$ cat src/rtl/register_file_pkg.sv
// register_file_pkg: shared CPU widths and types for decode and write-back stages
package register_file_pkg;
    localparam int DATA_WIDTH     = 32;
    localparam int REG_ADDR_WIDTH = 5;
    localparam int NUM_REGS       = 2 ** REG_ADDR_WIDTH;
    typedef logic [REG_ADDR_WIDTH-1:0] reg_addr_t;
    typedef logic [DATA_WIDTH-1:0]     word_t;
endpackage

$ cat src/rtl/register_file.sv
// register_file: 2-read/1-write flop-based GPR file, register 0 hardwired to zero
module register_file #(
    parameter int DATA_WIDTH = register_file_pkg::DATA_WIDTH,
    parameter int ADDR_WIDTH = register_file_pkg::REG_ADDR_WIDTH
) (
    input  logic                  clk,
    input  logic                  reset,
    input  logic [ADDR_WIDTH-1:0] inst_read_reg_addr1,
    input  logic [ADDR_WIDTH-1:0] inst_read_reg_addr2,
    input  logic [ADDR_WIDTH-1:0] reg_wr_addr,
    input  logic [DATA_WIDTH-1:0] reg_wr_data,
    input  logic                  reg_wr,
    output logic [DATA_WIDTH-1:0] reg_file_rd_data1,
    output logic [DATA_WIDTH-1:0] reg_file_rd_data2
);
    logic [DATA_WIDTH-1:0] regs [2**ADDR_WIDTH];
    always_ff @(posedge clk) begin
        if (reset)
            regs <= '{default: '0};
        else if (reg_wr && reg_wr_addr != '0)
            regs[reg_wr_addr] <= reg_wr_data;
    end
    // r0 is forced at the read mux so it reads zero even before the first reset
    always_comb begin
        reg_file_rd_data1 = inst_read_reg_addr1 == '0 ? '0 : regs[inst_read_reg_addr1];
        reg_file_rd_data2 = inst_read_reg_addr2 == '0 ? '0 : regs[inst_read_reg_addr2];
    end
endmodule

$ cat config.mk
export PLATFORM = sky130hd
export DESIGN_NAME = register_file
export DESIGN_NICKNAME = d
export VERILOG_FILES = /design/src/rtl/register_file_pkg.sv /design/src/rtl/register_file.sv
export SDC_FILE = /design/constraint.sdc
export NUM_CORES = 2
export LEC_CHECK = 0
export CELL_PAD_IN_SITES_DETAIL_PLACEMENT = 0
export CELL_PAD_IN_SITES_GLOBAL_PLACEMENT = 2
export CORE_MARGIN = 2
export CORE_UTILIZATION = 42
export DETAILED_ROUTE_END_ITERATION = 16
export PLACE_DENSITY_LB_ADDON = 0.05
export SLEW_MARGIN = 20
export SYNTH_ARGS = -nofsm -noshare
export SYNTH_HDL_FRONTEND = slang
export SYNTH_SLANG_ARGS = --single-unit
$ cat constraint.sdc
create_clock -name clk -period 6.1 [get_ports clk]
set_clock_uncertainty 0.2 [all_clocks]
set_input_delay 1.22 -clock clk [delete_from_list [all_inputs] [get_ports clk]]
set_output_delay 1.22 -clock clk [all_outputs]
set_load 0.02 [all_outputs]
==> results.md <==
- Status: complete, no violations
- Setup ws final: 0.0789 ns
- Remaining global-route overflow: 0
- Full die area: 0.127 mm^2
- Hpwl dp: 149,000 um
- Max Slew Vio Count: 0
- Xor and xnor fraction of the mapped netlist area: 0%
- Total number of vias: 47,500
- Drt wl/cell: 31.9 um
- Cells after DPL: around 7,300
- Port-buffer cells: 113
- Slew @ Worst Pin: 1.18 ns
- Clock tree buffer depth: 3
- Simple logic cell fraction of the synthesized area: about 17%
- Arrival time worst endpoint: around 4.6 ns
- Top Registers: regs: 1024 flops
- Critical Path RT: between 4 and 5 ns
- CTS H-tree lvls: 3
- Final min period: 6.02 ns
- Die X: between 300 and 400 um
- Share of cells above drive strength 1: 16.2%
- Area grow syn2layout: 13.3%
- First-pass GRT wire length: 341,000 um
- Filler cell count in the final layout: roughly 12,000
- Syn nets: 6,034
- RSZ-0062 raised after global routing: no
- Dpl ws: -0.0164 ns
- Clk sink count: ~1,000
- CTS tree: done
- Synth warn: 0
- Core Region: 0.123 mm^2
- Antenna violations before repair: 10
- Complex-gate fraction of the synthesized area: 15.2%
- Final setup fails: 0
- Mapped cell area: 0.0521 mm^2
- Clock Latency Late Sink: 0.76 ns
- Critical path, cell by cell: buf_2, or3b_2, buf_4, o22ai_1, a2111oi_0, buf_4, a311oi_1, clkdlybuf4s50_1
- Worst hold path class: reg2reg
- Die Y: 356 um
- Seq/Total Area, Yosys: 39.4%
- IO Pins: between 100 and 150
- Max FFs per register: between 1,000 and 1,500
- Fmax achieved: 166 MHz
- Drt first-iter violations: 6,781
- Combinational family with the most area after synthesis: multiplexers
- Area contributors post-synth: dfxtp_1 (39%), mux4_2 (15%), nand2_1 (15%), a21oi_1 (9.9%), mux2i_1 (6.3%)
- Largest net degree at the start of global routing: 142
- Most flop-heavy register: regs
- Maximum vdd drop: 0.222 mV
- Crit path buf inv count: 4
- Number of routed nets with antenna violations: 0
- CP delay by family, top: buffers and inverters
- Most used cell, CP: buf_4
- Setup crit start kind: input port
- Synthesized flop and latch total: 1,024
- Crit path max fanout: 12
- Final #Nets: 5,880
- Routed vias/inst: approximately 6.3
- Number of synthesized flops with an enable pin: 0
- Reg clk slew, reported paths: 0.06 ns
- Crit end category: output port
- Hold-fix buffers, CTS: 0
- Yosys top cell by area: dfxtp_1
- Final non-filler cell total: 7,566
- Pwr dens: roughly 270 mW/mm^2
- Post-CTS setup buffer count: 0
- Final-report hold violation count: 0
- Async S/R FF share, synth: 0%
- Fin crit share: 98.7%
- Final core utilization: approximately 48%
- CTS Buf Count: roughly 120
- CP max stage cell: a2111oi_0
- Top FF cell, synth: dfxtp_1
- Synth top area share: between 30% and 40%
- First-pass iteration count of the detailed router: 6
- Critical Setup Path Class: in2out
- Avg Inst Size Synth: 8.70 um^2
- Max Cap Viol: 0
- Worst slew margin: roughly a fifth
- Placer congestion estimate: 0.897
- Vias in the first global route: 44,500
- Post-synthesis mux area share: between 20 and 25%
- Gate Count Post-Synth: 5,984
- Lkg Pwr: 19.6 nW
- Tot GR Track Use: 37.4%
- Detailed-route DRC error count: 0
- Synth unique cells: 45
- Wirelength, routed: around 240,000 um
- Starting density of the core: 42.2%
- CP max stage delay: 0.85 ns
- Clk root buf: clkbuf_16
- Post-synthesis adder-cell area fraction: 0%
- Rows: between 100 and 150
[kinds of logic after synthesis]
group                  Yosys count
multiplexers                   717
AO/OA/AOI/OAI                 1371
buffers and inverters          630
AND/OR/NAND/NOR               2242
flip-flops                    1024
[cells in the mapped netlist, types with 4 or more instances]
cell type and count:
clkbuf_1 424, a31oi_1 16, nor2b_1 74, a22oi_1 100, mux4_2 357, buf_2 84
a2111oi_0 8, buf_8 8, mux4_1 6, buf_1 45, nor2_1 22, buf_6 36
a311oi_1 6, o22ai_1 45, a22o_1 55, buf_4 32, nor4_1 17, o221ai_1 26
and4b_1 4, nand3_1 8, a211oi_1 58, and2_1 11, a21oi_1 1032, dfxtp_1 1024
or2_2 4, nor3_1 42, and4bb_2 4, mux2i_1 328, nand2_1 2029, a2111oi_2 22
nand3b_1 4, mux2_2 26
[worst reg2reg max path, delay by kind of cell (launching register included)]
kind	cells	cell delay, ns
flip-flops	1	0.41
AO/OA/AOI/OAI	1	0.17
AND/OR/NAND/NOR	1	0.07
[power by group]
group	leakage, nW	switching (W)	internal, W
Sequential	8.25	0.0000385	0.00674
Clock	2.00	0.00309	0.00435
Combinational	9.31	0.00103	0.000466
Total	19.6	0.00416	0.0116
[cell usage in the layout (no fill, tap or decap), drive strengths merged, types with 4 or more instances in the layout]
cell           Yosys  final
a311oi             6      6
a21oi           1032   1032
inv                1      4
clkinv             0     26
dfxtp           1024   1024
clkbuf           424    178
a31oi             16     16
a211oi            58     58
nand3              8      8
and4bb             4      4
nand2           2029   2029
nor3              42     42
mux4             363    363
mux2              26     26
and2              14     14
nor2b             74     74
a22oi            100    100
o221ai            26     26
nand3b             4      4
a22o              55     55
clkdlybuf4s50      0     79
buf              205    277
mux2i            328    328
and4b              4      4
bufinv             0      8
o22ai             45     45
nor4              17     17
a2111oi           30     30
nor2              24     24
or2                4      4
[path summary, 6_finish.rpt]
check | from | end | slack, ns | cells past startpoint
worst min-delay path | regs[633] | regs[633] | 0.27 | 2
worst max register to register | regs[428] | regs[428] | 5.18 | 2
worst max-delay path | inst_read_reg_addr1[3] | reg_file_rd_data1[30] | 0.08 | 8
worst min register to register | regs[633] | regs[633] | 0.27 | 2
[per-stage QoR]
step           total power (W)  hold slack [ns]  setup TNS [ns]  cell area (um^2)
2_1_floorplan          0.00776            0.241               0             52100
3_3_place_gp           0.00838            0.252          -0.570             55000
3_5_place_dp           0.00839            0.257         -0.0164             55000
4_1_cts                 0.0157            0.265               0             59000
5_1_grt                 0.0161            0.284               0             59000
6_report                0.0157            0.267               0             59000
[area by class of cell]
cell class / count / area, um^2 / area share (%)
Tap cell: 1637 / 2050 / 3.47
Inverter: 1 / 3.75 / 0.00636
Clock inverter: 38 / 415 / 0.704
Multi-Input combinational cell: 4330 / 28900 / 49.0
Sequential cell: 1024 / 20500 / 34.7
Antenna cell: 2 / 5.00 / 0.00848
Clock buffer: 178 / 3580 / 6.07
Timing Repair Buffer: 356 / 3520 / 5.97
[per-layer routing]
metal  up-vias  GRT usage [%]  wire, um  part of all wire, %
met4         8           14.6     10700                  4.4
li1      20700              -         -                    -
met5         -              0        45                0.019
met2      2542           57.1    107000                   44
met3       511           6.87     21400                  8.8
met1     23800           52.4    103000                   42
[repair_timing]
item,4_1_cts,5_1_grt
resized for setup,1,0
setup endpoints to repair,1,0
endpoints found under the hold margin,0,0
Note: power is estimated with default switching activity, not from simulation.
